File: src/rtl/sm_pkg.sv
// sm_pkg: shared types and defaults for the instruction fetch slice
package sm_pkg;
  localparam int INSTR_W = 32;
  localparam int FETCH_DEPTH = 4;
  localparam logic [31:0] FETCH_RESET_PC = 32'h0000_0000;
  typedef enum logic {S_IDLE, S_FETCH} fetch_state_t;
  function automatic logic [31:0] word_align(input logic [31:0] a);
    return a & ~32'd3;
  endfunction
endpackage

File: src/rtl/sm_fetch_if.sv
// sm_fetch_if: instruction-memory and decode handshakes of the fetch unit
interface sm_fetch_if;
  import sm_pkg::*;
  logic imem_req_valid, imem_req_ready;
  logic [31:0] imem_addr;
  logic imem_rsp_valid;
  logic [INSTR_W-1:0] imem_rsp_data;
  logic instr_valid, instr_ready;
  logic [INSTR_W-1:0] instr;
  logic [31:0] instr_pc;
  modport master (
    output imem_req_valid, imem_addr, instr_valid, instr, instr_pc,
    input imem_req_ready, imem_rsp_valid, imem_rsp_data, instr_ready
  );
  modport slave (
    input imem_req_valid, imem_addr, instr_valid, instr, instr_pc,
    output imem_req_ready, imem_rsp_valid, imem_rsp_data, instr_ready
  );
endinterface

File: src/rtl/sm_fifo.sv
// sm_fifo: synchronous FIFO with occupancy count and single-cycle clear
module sm_fifo #(
  parameter int DEPTH = 4,
  parameter int W = 64
) (
  input  logic                   clk,
  input  logic                   reset,
  input  logic                   clear,
  input  logic                   push,
  input  logic                   pop,
  input  logic [W-1:0]           din,
  output logic [W-1:0]           dout,
  output logic [$clog2(DEPTH):0] count
);
  localparam int AW = $clog2(DEPTH);
  localparam int CW = AW + 1;
  logic [W-1:0] mem [DEPTH];
  logic [AW-1:0] rd, wr;
  assign dout = mem[rd];
  always_ff @(posedge clk)
    if (push) mem[wr] <= din;
  always_ff @(posedge clk) begin
    if (reset || clear) begin
      rd <= '0;
      wr <= '0;
      count <= '0;
    end else begin
      if (push) wr <= wr + AW'(1);
      if (pop) rd <= rd + AW'(1);
      count <= count + CW'(push) - CW'(pop);
    end
  end
  assert property (@(posedge clk) disable iff (reset || clear) !(push && !pop && count == CW'(DEPTH)));
  assert property (@(posedge clk) disable iff (reset || clear) !(pop && count == '0));
endmodule

File: src/rtl/sm_fetch.sv
// sm_fetch: prefetching instruction fetch unit; redirect flushes the queue
// and turns every outstanding request into a response to be discarded.
module sm_fetch import sm_pkg::*; #(
  parameter int DEPTH = FETCH_DEPTH,
  parameter logic [31:0] RESET_PC = FETCH_RESET_PC
) (
  input logic        clk,
  input logic        reset,
  input logic        fetch_en,
  input logic        redirect,
  input logic [31:0] redirect_pc,
  sm_fetch_if.master bus
);
  localparam int AW = $clog2(DEPTH);
  localparam int CW = AW + 1;
  localparam int OW = CW + 2;
  fetch_state_t state, state_n;
  logic [31:0] fetch_pc;
  logic [CW-1:0] live_cnt, drop_cnt, fifo_count;
  logic [OW-1:0] occupancy;
  logic [31:0] pcq [DEPTH];
  logic [AW-1:0] pcq_wr, pcq_rd;
  logic accept, rsp_keep, pop;
  logic [63:0] fifo_dout;
  assign occupancy = OW'(fifo_count) + OW'(live_cnt) + OW'(drop_cnt);
  always_ff @(posedge clk) state <= reset ? S_IDLE : state_n;
  always_comb begin
    state_n = fetch_en ? S_FETCH : S_IDLE;
    bus.imem_req_valid = state == S_FETCH && !redirect && occupancy < OW'(DEPTH);
  end
  assign bus.imem_addr = fetch_pc;
  assign accept = bus.imem_req_valid && bus.imem_req_ready;
  assign rsp_keep = bus.imem_rsp_valid && drop_cnt == '0 && !redirect;
  assign bus.instr_valid = fifo_count != '0 && !redirect;
  assign pop = bus.instr_valid && bus.instr_ready;
  assign bus.instr = fifo_count != '0 ? fifo_dout[31:0] : '0;
  assign bus.instr_pc = fifo_count != '0 ? fifo_dout[63:32] : '0;
  always_ff @(posedge clk)
    if (accept) pcq[pcq_wr] <= fetch_pc;
  // Responses arrive in order, so the PC queue head always matches the response, stale or not
  always_ff @(posedge clk) begin
    if (reset) begin
      fetch_pc <= RESET_PC;
      live_cnt <= '0;
      drop_cnt <= '0;
      pcq_wr <= '0;
      pcq_rd <= '0;
    end else begin
      if (accept) pcq_wr <= pcq_wr + AW'(1);
      if (bus.imem_rsp_valid) pcq_rd <= pcq_rd + AW'(1);
      if (redirect) begin
        fetch_pc <= word_align(redirect_pc);
        live_cnt <= '0;
        drop_cnt <= drop_cnt + live_cnt - CW'(bus.imem_rsp_valid);
      end else begin
        if (accept) fetch_pc <= fetch_pc + 32'd4;
        live_cnt <= live_cnt + CW'(accept) - CW'(bus.imem_rsp_valid && drop_cnt == '0);
        drop_cnt <= drop_cnt - CW'(bus.imem_rsp_valid && drop_cnt != '0);
      end
    end
  end
  sm_fifo #(.DEPTH(DEPTH), .W(64)) u_fifo (
    .clk(clk),
    .reset(reset),
    .clear(redirect),
    .push(rsp_keep),
    .pop(pop),
    .din({pcq[pcq_rd], bus.imem_rsp_data}),
    .dout(fifo_dout),
    .count(fifo_count)
  );
endmodule

File: src/flat_wrapper.sv
// flat-port wrapper written by rule: the top's interface ports become plain ports
module sm_fetch_flat import sm_pkg::*;
#(
  parameter int DEPTH = FETCH_DEPTH,
  parameter logic [31:0] RESET_PC = FETCH_RESET_PC
)
  (clk, reset, fetch_en, redirect, redirect_pc, bus_imem_req_valid, bus_imem_addr, bus_instr_valid, bus_instr, bus_instr_pc, bus_imem_req_ready, bus_imem_rsp_valid, bus_imem_rsp_data, bus_instr_ready);
  sm_fetch_if bus_i ();
  input logic clk;
  input logic reset;
  input logic fetch_en;
  input logic redirect;
  input logic [31:0] redirect_pc;
  output wire logic [$bits(bus_i.imem_req_valid)-1:0] bus_imem_req_valid;
  output wire logic [$bits(bus_i.imem_addr)-1:0] bus_imem_addr;
  output wire logic [$bits(bus_i.instr_valid)-1:0] bus_instr_valid;
  output wire logic [$bits(bus_i.instr)-1:0] bus_instr;
  output wire logic [$bits(bus_i.instr_pc)-1:0] bus_instr_pc;
  input wire logic [$bits(bus_i.imem_req_ready)-1:0] bus_imem_req_ready;
  input wire logic [$bits(bus_i.imem_rsp_valid)-1:0] bus_imem_rsp_valid;
  input wire logic [$bits(bus_i.imem_rsp_data)-1:0] bus_imem_rsp_data;
  input wire logic [$bits(bus_i.instr_ready)-1:0] bus_instr_ready;
  assign bus_imem_req_valid = bus_i.imem_req_valid;
  assign bus_imem_addr = bus_i.imem_addr;
  assign bus_instr_valid = bus_i.instr_valid;
  assign bus_instr = bus_i.instr;
  assign bus_instr_pc = bus_i.instr_pc;
  assign bus_i.imem_req_ready = bus_imem_req_ready;
  assign bus_i.imem_rsp_valid = bus_imem_rsp_valid;
  assign bus_i.imem_rsp_data = bus_imem_rsp_data;
  assign bus_i.instr_ready = bus_instr_ready;
  sm_fetch #(.DEPTH(DEPTH), .RESET_PC(RESET_PC)) u_core (.clk(clk), .reset(reset), .fetch_en(fetch_en), .redirect(redirect), .redirect_pc(redirect_pc), .bus(bus_i));
endmodule
File: config.mk
export PLATFORM = sky130hd
export DESIGN_NAME = sm_fetch_flat
export DESIGN_NICKNAME = d
export VERILOG_FILES = /design/src/rtl/sm_pkg.sv /design/src/rtl/sm_fetch_if.sv /design/src/rtl/sm_fifo.sv /design/src/rtl/sm_fetch.sv /design/src/flat_wrapper.sv
export SDC_FILE = /design/constraint.sdc
export NUM_CORES = 1
export LEC_CHECK = 0
export BUFFER_PORTS_ARGS = -buffer_cell sky130_fd_sc_hd__buf_2
export CORE_MARGIN = 5
export CORE_UTILIZATION = 25
export DETAILED_ROUTE_END_ITERATION = 8
export SLEW_MARGIN = 20
export SYNTH_ARGS = -nofsm -noshare
export SYNTH_HDL_FRONTEND = slang
export SYNTH_SLANG_ARGS = --single-unit
File: constraint.sdc
create_clock -name clk -period 7.9 [get_ports clk]
set_input_delay 0.395 -clock clk [delete_from_list [all_inputs] [get_ports clk]]
set_output_delay 0.395 -clock clk [all_outputs]
set_load 0.03 [all_outputs]
==> impl_metrics.csv, run 1 <==
group,metric,value,unit
layout,layout_commonest_cell,"sky130_fd_sc_hd__edfxtp_1",
hold_path,worst_hold_startpoint,"bus_imem_rsp_data[14]",
worst_setup_path,cp-start-kind,"flop",
clock_tree,cts_tree,"done",
yosys,syn-instance-count,931,
placed_design,post-dp-hpwl,24100,um
grt,vias_in_the_first_global_route,9461,
die,core-area,66100,um^2
timing,layout_min_cycle_time,4150,ps
clock_tree,max_root_sink_buffers,3,
clock_tree,cts_inserted_buffers,46,
power_and_ir_drop,power.ir.vdd_worst,0.000170,V
layout,fraction_of_final_layout_cells_sized_beyond_drive_strength_1,30.7,%
yosys,synthTopCellsByArea,"sky130_fd_sc_hd__edfxtp_1, sky130_fd_sc_hd__mux4_2, sky130_fd_sc_hd__dfxtp_1",
clock_tree,clock_tree.root_cell,"sky130_fd_sc_hd__clkbuf_16",
route,route.detailed.vias_per_inst,4.44,
die,floorplan.rows,94,
yosys,synth_edf_count,368,
clock_tree,cts.clk_slew.worst_paths,60,ps
clock_tree,cts_resizes,0,
timing,finalCritPeriodShare,52.5,%
timing,slew-limit-headroom,24.1,%
clock_tree,clock_latency,590,ps
route,dr.pass1.iters,4,
grt,gr-usage-all-layers,10.8,%
placed_design,gp_congestion,0.791,
power_and_ir_drop,power.density_cell_area,256,nW/um^2
placed_design,dp_worst_setup_slack,3760,ps
job,max-cap-violations,0,
timing,report.final.slew_viol_count,0,
power_and_ir_drop,leakage,6.73,nW
timing,timing.fmax,241,MHz
worst_setup_path,worst_ep_required_time,8360,ps
yosys,mappedNetlistArea,16700,um^2
yosys,yosys.cell_types.count,50,
run_status,status,"finished clean",
grt,grt_overflow_total,0,
route,drt-total-wl,39300,um
clock_tree,cts_max_level,2,
die,fp.dieArea,72200,um^2
yosys,synth_top_area_share,66.1,%
timing,fin_skew,31.1,ps
yosys,ys.flop_type,"sky130_fd_sc_hd__edfxtp_1",
hold_path,hold_end,"u_core.u_fifo.mem[2][14]",
yosys,seq_area_frac_synth,72.3,%
route,wl_per_cell,19.3,um
placed_design,port_buffers,162,
layout,most_frequent_cells_in_the_layout,"sky130_fd_sc_hd__edfxtp_1, sky130_fd_sc_hd__buf_2, sky130_fd_sc_hd__mux4_2, sky130_fd_sc_hd__nor2b_1, sky130_fd_sc_hd__nand2_1",
grt,grt_max_degree,65,
hold_path,worstHoldPathCells,1,
worst_setup_path,crit_arrival,4600,ps
timing,hold_viol,0,
yosys,post-synth-top-area-cell,"sky130_fd_sc_hd__edfxtp_1",
die,die_w,269,um
yosys,synth-async-reset-ratio,0,%
yosys,synthesis.area_per_instance,18.0,um^2
worst_setup_path,reg2reg_from,"u_core.u_fifo.count[0]",
worst_setup_path,setup.reg_to_reg.worst_slack,3750,ps
hold_path,holdCritPathClass,"input port to flop",
timing,setup-tns-final,0,ps
worst_setup_path,critical_path_peak_fanout,19,
timing,rsz0062_at_grt,"no",
die,start_util,25.3,%
route,drc,0,
die,io_pins,169,
worst_setup_path,worstRegToRegCells,14,
route,route.antenna.remaining_nets,0,
layout,area_growth,21.6,%
route,route.vias.total,9018,
grt,grt_first_pass_wirelength,59300,um
yosys,yosysWarningCount,0,
worst_setup_path,path_class,"flop to flop",
die,die_height,269,um
worst_setup_path,regToRegEndpoint,"u_core.live_cnt[2]",
timing,postLayoutSetupSlackWorst,3750,ps
worst_setup_path,cp-end-kind,"flop",
timing,tightest_slew,1140,ps
route,drt_iter0_drc,494,
timing,number_of_failing_setup_endpoints_in_the_final_timing_report,0,
layout,fillers,6525,
yosys,synth.ff_latch_count,420,
layout,layout.nets,1226,
clock_tree,cts.sink_count,420,
grt,antenna_violations_before_repair,2,
[through the flow]
step	std cells	util (%)	hold slack (ps)	instance area, um^2	total power [mW]
final	2031	30.8	49.8	20300	5.20
after global routing	2031	30.8	14.5	20300	5.42
after CTS	2030	30.8	0.532	20300	5.30
after detailed placement	1921	28.0	493	18500	3.06
after global placement	1921	28.0	477	18500	3.04
after floorplan	934	-	469	16700	2.89
[flip-flops by register name, indices dropped and copies added (netlist names), named ones only]
| signal | count |
|---|---|
| u_core.pcq_rd | 2 |
| u_core.u_fifo.wr | 2 |
| u_core.live_cnt | 3 |
| u_core.state | 1 |
| u_core.bus.imem_addr | 30 |
| u_core.pcq_wr | 2 |
| u_core.u_fifo.rd | 2 |
| u_core.pcq | 120 |
| u_core.drop_cnt | 3 |
| u_core.u_fifo.mem | 248 |
| u_core.u_fifo.count | 3 |
[where the power goes]
| part | internal (mW) | total, mW | switching, mW |
|---|---|---|---|
| clock network | 1.31 | 2.19 | 0.881 |
| registers | 2.51 | 2.56 | 0.0567 |
| logic | 0.176 | 0.447 | 0.271 |
[worst max-delay path by stage]
stage          slack [ps]            endpoint                    from
6_report             3750  u_core.live_cnt[2]  u_core.u_fifo.count[0]
5_1_grt              3530  u_core.live_cnt[2]  u_core.u_fifo.count[0]
4_1_cts              3760  u_core.live_cnt[2]  u_core.u_fifo.count[0]
3_5_place_dp         3760  u_core.live_cnt[2]  u_core.u_fifo.count[0]
3_3_place_gp         3850  u_core.live_cnt[2]  u_core.u_fifo.count[0]
2_1_floorplan        4460  u_core.live_cnt[2]  u_core.u_fifo.count[0]
[cells in the mapped netlist, drive strengths merged (3+ instances only)]
cell type,n
nor4,7
xor2,4
fa,4
inv,22
o22ai,7
nor3,12
nand3,14
o211ai,4
and2,11
and3,8
o311ai,4
edfxtp,368
mux4,92
nand2,52
a31oi,15
or2,3
or3,7
a311oi,3
xnor2,10
dfxtp,52
ha,23
nor2,27
or4,6
buf,19
o21ai,7
o31a,3
a21oi,22
clkbuf,30
nand4,11
nor2b,64
[worst max-delay path, stage by stage, from the launching register on]
cell and delay [ps]:
sky130_fd_sc_hd__dfxtp_1 340, sky130_fd_sc_hd__ha_1 240, sky130_fd_sc_hd__fa_1 380, sky130_fd_sc_hd__xor2_1 170, sky130_fd_sc_hd__ha_1 280, sky130_fd_sc_hd__nor4_2 310
sky130_fd_sc_hd__o2111a_1 490, sky130_fd_sc_hd__nand2_2 340, sky130_fd_sc_hd__clkinv_1 430, sky130_fd_sc_hd__ha_1 210, sky130_fd_sc_hd__inv_1 50, sky130_fd_sc_hd__fa_1 380
sky130_fd_sc_hd__xnor2_1 180, sky130_fd_sc_hd__xnor2_1 140, sky130_fd_sc_hd__nor2_1 60
[per-layer routing]
| layer | track usage, % | vias to the layer above | part of all wire [%] |
|---|---|---|---|
| li1 | - | 4080 | - |
| met1 | 14.8 | 4630 | 45 |
| met2 | 17.5 | 263 | 48 |
| met3 | 1.93 | 45 | 5.0 |
| met4 | 3.48 | 0 | 2.1 |
| met5 | 0 | - | 0 |
[kinds of logic after synthesis]
| family | synth area share, % |
|---|---|
| compound gates | 2.97 |
| xor+xnor | 0.733 |
| fa+ha+maj | 2.20 |
| buf+inv | 1.84 |
| flops | 72.3 |
| mux | 12.6 |
| other cells | 0.0224 |
| simple gates | 7.29 |
[cell type report]
cell class	instances	area, um^2	share of cell area [%]
Inverter	24	90.1	0.443
Timing Repair Buffer	195	1120	5.49
Multi-Input combinational cell	441	4360	21.4
Clock buffer	65	1280	6.31
Tap cell	864	1080	5.32
Clock inverter	21	304	1.50
Sequential cell	420	12100	59.5
Antenna cell	1	2.50	0.0123
[what timing repair did]
item,4_1_cts,5_1_grt
setup endpoints to repair,0,0
setup buffers,0,0
hold buffers,23,0
hold endpoints to repair,84,0
No activity file was read; power rests on OpenSTA's default activity.
==> run 2: changes to the inputs <==
--- a/config.mk
+++ b/config.mk
@@ -5,6 +5,7 @@
 export SDC_FILE = /design/constraint.sdc
 export NUM_CORES = 1
 export LEC_CHECK = 0
+export ABC_AREA = 1
 export BUFFER_PORTS_ARGS = -buffer_cell sky130_fd_sc_hd__buf_2
 export CORE_MARGIN = 5
 export CORE_UTILIZATION = 25
==> constraint.sdc (replaced) <==
create_clock -name clk -period 4.15 [get_ports clk]
set_input_delay 0.2075 -clock clk [delete_from_list [all_inputs] [get_ports clk]]
set_output_delay 0.2075 -clock clk [all_outputs]
set_load 0.03 [all_outputs]
==> run 2 against run 1 <==
Compared with the run above: global-route usage increased by 0.95 points; clock skew is 6.3 ps lower; synthesized cell count increased by 71%; final cell count grew 37%; flip-flop and latch count unchanged; critical endpoint unchanged.
==> impl_metrics.csv, run 2 <==
group,metric,value,unit
yosys,syn-instance-count,1593,
clock_tree,cts_tree,"done",
power_and_ir_drop,leakage,7.81,nW
timing,report.final.slew_viol_count,0,
route,drc,0,
yosys,post-synth-top-count-cell,"sky130_fd_sc_hd__nor2_1",
power_and_ir_drop,total_power,9.74,mW
grt,grt_first_pass_wirelength,69700,um
timing,timing.fmax,306,MHz
route,dr.pass1.iters,6,
grt,grt_overflow_total,0,
timing,number_of_failing_setup_endpoints_in_the_final_timing_report,0,
yosys,synth_top_cells_by_count,"sky130_fd_sc_hd__nor2_1, sky130_fd_sc_hd__edfxtp_1, sky130_fd_sc_hd__o21ai_0, sky130_fd_sc_hd__nand2_1, sky130_fd_sc_hd__a21oi_1",
power_and_ir_drop,power.ir.vdd_worst,0.000314,V
die,core-area,69900,um^2
run_status,status,"finished clean",
die,die_w,275,um
worst_setup_path,worst_ep_required_time,4660,ps
yosys,synth_edf_count,368,
worst_setup_path,cp-start-kind,"flop",
placed_design,post-dp-hpwl,27200,um
worst_setup_path,setup.reg_to_reg.worst_slack,890,ps
clock_tree,cts.clk_slew.worst_paths,60,ps
clock_tree,cts_resizes,0,
yosys,synthAdderAreaFrac,2.09,%
layout,area_growth,22.9,%
grt,gr-usage-all-layers,11.7,%
clock_tree,cts_inserted_buffers,46,
route,drt_iter0_drc,750,
grt,vias_in_the_first_global_route,12300,
route,wl_per_cell,16.5,um
worst_setup_path,crit_path_max_incr_delay,380,ps
layout,layout.nets,1902,
layout,fillers,7056,
layout,layout_commonest_cell,"sky130_fd_sc_hd__edfxtp_1",
clock_tree,max_root_sink_buffers,3,
yosys,yosys.cell_types.count,37,
worst_setup_path,worstRegToRegCells,14,
power_and_ir_drop,power.density_cell_area,450,nW/um^2
layout,fraction_of_final_layout_cells_sized_beyond_drive_strength_1,15.6,%
worst_setup_path,crit_arrival,3770,ps
timing,layout_min_cycle_time,3260,ps
timing,slew-limit-headroom,27.5,%
job,max-cap-violations,0,
worst_setup_path,cp_cell_sequence,"ha_1, fa_1, xor2_1, ha_1, inv_1, nand2_1, nor2_4, nand3_4, nor2_8, ha_1, inv_1, fa_1, or2_2, a21oi_1",
worst_setup_path,path_common_cell,"sky130_fd_sc_hd__ha_1",
worst_setup_path,path_class,"flop to flop",
die,floorplan.rows,97,
layout,multi_input_comb_area,4870,um^2
layout,final-instance-count-excl-fill,2780,
yosys,mappedNetlistArea,17600,um^2
worst_setup_path,critPathLaunch,"u_core.u_fifo.count[0]",
timing,fin_worst_hold_slack,13.5,ps
yosys,yosysWarningCount,0,
layout,sequential_cell_area,12100,um^2
clock_tree,cts.sink_count,420,
die,start_util,25.2,%
placed_design,placed_cells_incl_taps,2635,
route,route.vias.total,12300,
layout,insertedDiodeCount,0,
worst_setup_path,path_delay_family,"adder cells",
placed_design,gp_congestion,0.811,
worst_setup_path,path_buf_inv,2,
worst_setup_path,slowest_stage,"sky130_fd_sc_hd__fa_1",
worst_setup_path,timing.critical_path.depth,14,
yosys,seq_area_frac_synth,68.7,%
die,io_pins,169,
yosys,largest_family_of_logic_cells_by_synthesized_area,"simple AND/OR/NAND/NOR gates",
yosys,post-synth-top-area-cell,"sky130_fd_sc_hd__edfxtp_1",
worst_setup_path,regToRegEndpoint,"u_core.live_cnt[2]",
timing,setup-tns-final,0,ps
timing,tightest_slew,1090,ps
timing,finalCritPeriodShare,78.6,%
clock_tree,clock_latency,590,ps
yosys,fraction_of_synthesized_cell_area_in_xor_and_xnor_cells,0.996,%
yosys,synthTopCellsByArea,"sky130_fd_sc_hd__edfxtp_1, sky130_fd_sc_hd__nor2_1, sky130_fd_sc_hd__dfxtp_1",
timing,fin_skew,24.8,ps
clock_tree,clock_tree.root_cell,"sky130_fd_sc_hd__clkbuf_16",
grt,grt_max_degree,97,
placed_design,dp_worst_setup_slack,877,ps
route,top_layer,"met4",
timing,rsz0062_at_grt,"no",
placed_design,port_buffers,162,
worst_setup_path,critical_path_peak_fanout,26,
worst_setup_path,reg2reg_from,"u_core.u_fifo.count[0]",
die,fp.dieArea,75800,um^2
worst_setup_path,crit_path_capture,"u_core.live_cnt[2]",
die,die_height,275,um
yosys,ys.flop_type,"sky130_fd_sc_hd__edfxtp_1",
route,drt-total-wl,45800,um
route,wl_met2,21600,um
route,wl_met3,2900,um
yosys,synth.ff_latch_count,420,
route,route.detailed.vias_per_inst,4.43,
yosys,synth.mux.area_fraction,0,%
yosys,synthesis.area_per_instance,11.0,um^2
timing,hold_viol,0,
yosys,simple_gate_area_share_of_the_yosys_netlist,14.4,%
yosys,synth-async-reset-ratio,0,%
hold_path,holdCritPathClass,"input port to flop",
layout,top_register_by_number_of_flip_flops,"u_core.u_fifo.mem",
yosys,synth_top_area_share,62.8,%
layout,largest_register_ffs,248,
timing,postLayoutSetupSlackWorst,887,ps
worst_setup_path,cp-end-kind,"flop",
layout,most_frequent_cells_in_the_layout,"sky130_fd_sc_hd__edfxtp_1, sky130_fd_sc_hd__nor2_1, sky130_fd_sc_hd__o21ai_0, sky130_fd_sc_hd__nand2_1, sky130_fd_sc_hd__buf_2",
route,wirelength_met1,20200,um
route,route.antenna.remaining_nets,0,
yosys,synth-compound-area-share,9.92,%
clock_tree,cts_max_level,2,
grt,antenna_violations_before_repair,0,
-- run 2: cell types whose count changed after synthesis, sizes merged, moves of 15 or more --
cell	delta
nor2	+353
o21ai	+190
nand2	+130
mux4	-92
a21oi	+77
nor2b	-64
inv	+62
nand3	+38
clkbuf	+26
o22ai	+23
a31oi	-15
-- run 2: logic make-up after synthesis --
family,Yosys count
fa+ha+maj,27
simple gates,620
xor+xnor,20
compound gates,336
buf+inv,169
other cells,1
flops,420
-- run 2: area by class of cell --
| class | count | share of cell area, % |
|---|---|---|
| flip-flops and latches | 420 | 55.9 |
| clock buffers | 56 | 5.59 |
| inverters | 85 | 1.48 |
| clock inverters | 28 | 1.50 |
| repair buffers | 244 | 7.53 |
| multi-input cells | 1007 | 22.5 |
| well taps | 940 | 5.44 |
-- run 2: how the worst min path moves through the flow --
stage                               from                  endpoint  slack (ps)  depth (start not counted)
finish                   bus_instr_ready       u_core.u_fifo.rd[0]          10                          4
global route             bus_instr_ready                      flop          30                          4
floorplan             bus_imem_rsp_valid                      flop         300                          1
CTS                      redirect_pc[19]  u_core.bus.imem_addr[19]         0.9                          5
global placement    bus_imem_rsp_data[7]   u_core.u_fifo.mem[1][7]         420                          1
detailed placement  bus_imem_rsp_data[7]   u_core.u_fifo.mem[0][7]         420                          1
-- run 2: metal layers --
metal	track usage, %	vias to the layer above
met2	19.8	348
met4	3.80	0
met5	0	-
met1	15.2	5983
li1	-	5915
met3	2.35	66
-- run 2: power by group --
group	total (mW)	internal (mW)	switching (mW)
sequential	4.84	4.74	0.0971
clock	4.12	2.46	1.66
combinational	0.784	0.252	0.532
total	9.74	7.45	2.29
-- run 2: stage by stage --
stage,util (%),cell area (um^2)
final,30.9,21600
after CTS,30.9,21600
after global placement,27.9,19500
after detailed placement,27.9,19500
after floorplan,-,17600
after global routing,30.9,21600
-- run 2: what timing repair did --
item	CTS	global route
hold buffers	61	0
buffers inserted	0	0
endpoints found under the hold margin	158	0
-- run 2: worst register-to-register path: cells and delay by family (launching register included) --
family | cells | cell delay (ps)
AO/OA/AOI/OAI | 1 | 120
flip-flops | 1 | 350
buffers and inverters | 2 | 110
adder cells (fa/ha/maj) | 5 | 1490
XOR/XNOR | 1 | 170
AND/OR/NAND/NOR | 5 | 970
==> run 3: changes to the inputs <==
--- a/config.mk
+++ b/config.mk
@@ -5,7 +5,7 @@
 export SDC_FILE = /design/constraint.sdc
 export NUM_CORES = 1
 export LEC_CHECK = 0
-export ABC_AREA = 1
+export ABC_AREA = 0
 export BUFFER_PORTS_ARGS = -buffer_cell sky130_fd_sc_hd__buf_2
 export CORE_MARGIN = 5
 export CORE_UTILIZATION = 25
==> constraint.sdc (replaced) <==
create_clock -name clk -period 2.97 [get_ports clk]
set_input_delay 0.1485 -clock clk [delete_from_list [all_inputs] [get_ports clk]]
set_output_delay 0.1485 -clock clk [all_outputs]
set_load 0.03 [all_outputs]
==> run 3 against run 2 <==
Compared with the run above: the flow now finishes with violations (negative setup slack); clock skew shrank 7.2 ps; setup slack lost 890 ps; register-to-register slack lost 870 ps; critical path depth shrank 5; global-route usage shrank 0.57 points; core utilization grew 1.3 points; critical endpoint is now bus_imem_req_valid.
==> impl_metrics.csv, run 3 (synthesis results as in run 1) <==
group,metric,value,unit
placed_design,gp_congestion,0.767,
grt,grt_max_degree,64,
route,wl_per_cell,19.3,um
grt,groute.layer.met2.usage,18.6,%
clock_tree,max_root_sink_buffers,3,
timing,slew-limit-headroom,43.1,%
worst_setup_path,setup.reg_to_reg.worst_slack,20,ps
grt,grt.met1_usage,15.0,%
power_and_ir_drop,power.ir.vdd_worst,0.000400,V
route,drt-total-wl,40800,um
die,floorplan.rows,94,
route,route.antenna.remaining_nets,0,
clock_tree,clock_latency,580,ps
die,fp.dieArea,72200,um^2
die,start_util,25.3,%
die,die_w,269,um
layout,layout_commonest_cell,"sky130_fd_sc_hd__edfxtp_1",
layout,largest_register_ffs,248,
worst_setup_path,crit_path_max_incr_delay,350,ps
layout,top_register_by_number_of_flip_flops,"u_core.u_fifo.mem",
route,drt_iter0_drc,633,
clock_tree,cts.sink_count,420,
worst_setup_path,cp_cell_sequence,"ha_4, fa_2, xor2_1, ha_2, nor4_4, o2111a_2, buf_4, and2_1, clkbuf_4",
die,die_height,269,um
run_status,violations,"negative setup slack",
layout,layout.nets,1302,
power_and_ir_drop,leakage,7.12,nW
grt,antenna_violations_before_repair,1,
grt,vias_in_the_first_global_route,9850,
worst_setup_path,critPathLaunch,"u_core.live_cnt[0]",
worst_setup_path,worstRegToRegCells,15,
worst_setup_path,worst_ep_required_time,2820,ps
layout,finish.instance_area,21300,um^2
timing,fin_skew,17.6,ps
worst_setup_path,crit_path_capture,"bus_imem_req_valid",
die,core-area,66100,um^2
die,io_pins,169,
clock_tree,cts_inserted_buffers,48,
clock_tree,cts_tree,"done",
timing,hold_viol,0,
grt,grt_first_pass_wirelength,61400,um
timing,report.final.slew_viol_count,0,
route,route.detailed.vias_per_inst,4.44,
timing,fin_worst_hold_slack,93.7,ps
grt,globalRoute.busiestLayer,"met2",
layout,insertedDiodeCount,0,
layout,area_growth,27.3,%
worst_setup_path,regToRegEndpoint,"u_core.live_cnt[2]",
timing,tightest_slew,853,ps
grt,grt_use_met3,2.34,%
clock_tree,cts.clk_slew.worst_paths,60,ps
timing,rsz0062_at_grt,"yes",
worst_setup_path,crit_arrival,2820,ps
worst_setup_path,critical_path_peak_fanout,9,
layout,most_frequent_cells_in_the_layout,"sky130_fd_sc_hd__edfxtp_1, sky130_fd_sc_hd__buf_2, sky130_fd_sc_hd__mux4_2, sky130_fd_sc_hd__nor2b_1, sky130_fd_sc_hd__dlygate4sd3_1",
job,max-cap-violations,0,
layout,fraction_of_final_layout_cells_sized_beyond_drive_strength_1,32.5,%
worst_setup_path,cp-start-kind,"flop",
layout,fillers,6438,
timing,setup-tns-final,-1.03,ps
placed_design,port_buffers,162,
worst_setup_path,cp-end-kind,"primary output",
timing,timing.fmax,337,MHz
grt,gr-usage-all-layers,11.2,%
hold_path,holdCritPathClass,"input port to flop",
clock_tree,cts_max_level,2,
placed_design,post-dp-hpwl,26500,um
route,drc,0,
timing,postLayoutSetupSlackWorst,-1.03,ps
run_status,status,"finished with violations",
grt,grt_overflow_total,0,
placed_design,dpl-instance-area,19100,um^2
worst_setup_path,path_class,"flop to primary output",
timing,layout_min_cycle_time,2970,ps
timing,number_of_failing_setup_endpoints_in_the_final_timing_report,1,
route,dr.pass1.iters,5,
worst_setup_path,reg2reg_from,"u_core.live_cnt[0]",
route,route.vias.total,9365,
timing,finalCritPeriodShare,100,%
clock_tree,clock_tree.root_cell,"sky130_fd_sc_hd__clkbuf_16",
power_and_ir_drop,power.density_cell_area,651,nW/um^2
worst_setup_path,slowest_stage,"sky130_fd_sc_hd__fa_2",
-- run 3: cell count changes in the layout (fill, tap and decap cells not counted), moves of 59 or more --
cell                      change
sky130_fd_sc_hd__nand2_1    -127
sky130_fd_sc_hd__inv_1       -59
sky130_fd_sc_hd__nor2_1     -335
sky130_fd_sc_hd__mux4_2      +92
sky130_fd_sc_hd__a21oi_1     -78
sky130_fd_sc_hd__nor2b_1     +64
sky130_fd_sc_hd__o21ai_0    -189
-- run 3: critical path, delay by kind of cell, from the launching register on --
family,cells,cell delay [ps]
buf+inv,2,360
fa+ha+maj,3,820
compound gates,1,260
flops,1,340
xor+xnor,1,170
simple gates,2,300
-- run 3: repair_timing --
action                                  CTS  global route
hold buffers                             64             0
endpoints found under the setup margin   14             9
buffers inserted                          0             2
gates resized for setup                   2             4
hold endpoints to repair                164             0
pin swaps                                 0             2
-- run 3: worst min-delay path by stage --
stage	end	start	depth (start not counted)	slack, ps
final	u_core.bus.imem_addr[9]	redirect_pc[9]	4	90
after global routing	u_core.bus.imem_addr[9]	redirect_pc[9]	4	110
after CTS	u_core.bus.imem_addr[9]	redirect_pc[9]	4	60
after global placement	u_core.u_fifo.mem[2][6]	bus_imem_rsp_data[6]	1	360
after floorplan	u_core.u_fifo.mem[0][0]	bus_imem_rsp_data[0]	0	250
after detailed placement	u_core.u_fifo.mem[1][4]	bus_imem_rsp_data[4]	1	370
-- run 3: stage by stage --
stage	utilization (%)	instances	setup slack, ps	power [mW]
floorplan	-	934	-33.7	7.72
global placement	28.8	1952	-165	8.18
detailed placement	28.8	1952	-158	8.23
CTS	32.1	2106	-146	14.1
global route	32.2	2108	-150	14.5
finish	32.2	2108	-1.03	13.8
-- run 3: layout make-up --
| type | count | area, um^2 | share of cell area, % |
|---|---|---|---|
| clock buffer | 60 | 1270 | 5.95 |
| clock inverter | 30 | 272 | 1.28 |
| inverter | 24 | 103 | 0.482 |
| multi-input combinational | 441 | 4420 | 20.8 |
| sequential | 420 | 12100 | 56.9 |
| tap | 864 | 1080 | 5.08 |
| timing repair buffer | 269 | 2030 | 9.56 |
-- run 3: per-layer routing --
layer  part of all wire [%]  vias up
met3                    5.2       57
met1                     44     4810
met5                      0        -
li1                       -     4225
met4                    2.3        0
met2                     48      273
-- run 3: power by group --
| part | switching, mW | internal (mW) | total, mW |
|---|---|---|---|
| logic | 0.796 | 0.584 | 1.38 |
| clock network | 2.36 | 3.31 | 5.68 |
| registers | 0.128 | 6.66 | 6.79 |
| total | 3.29 | 10.6 | 13.8 |
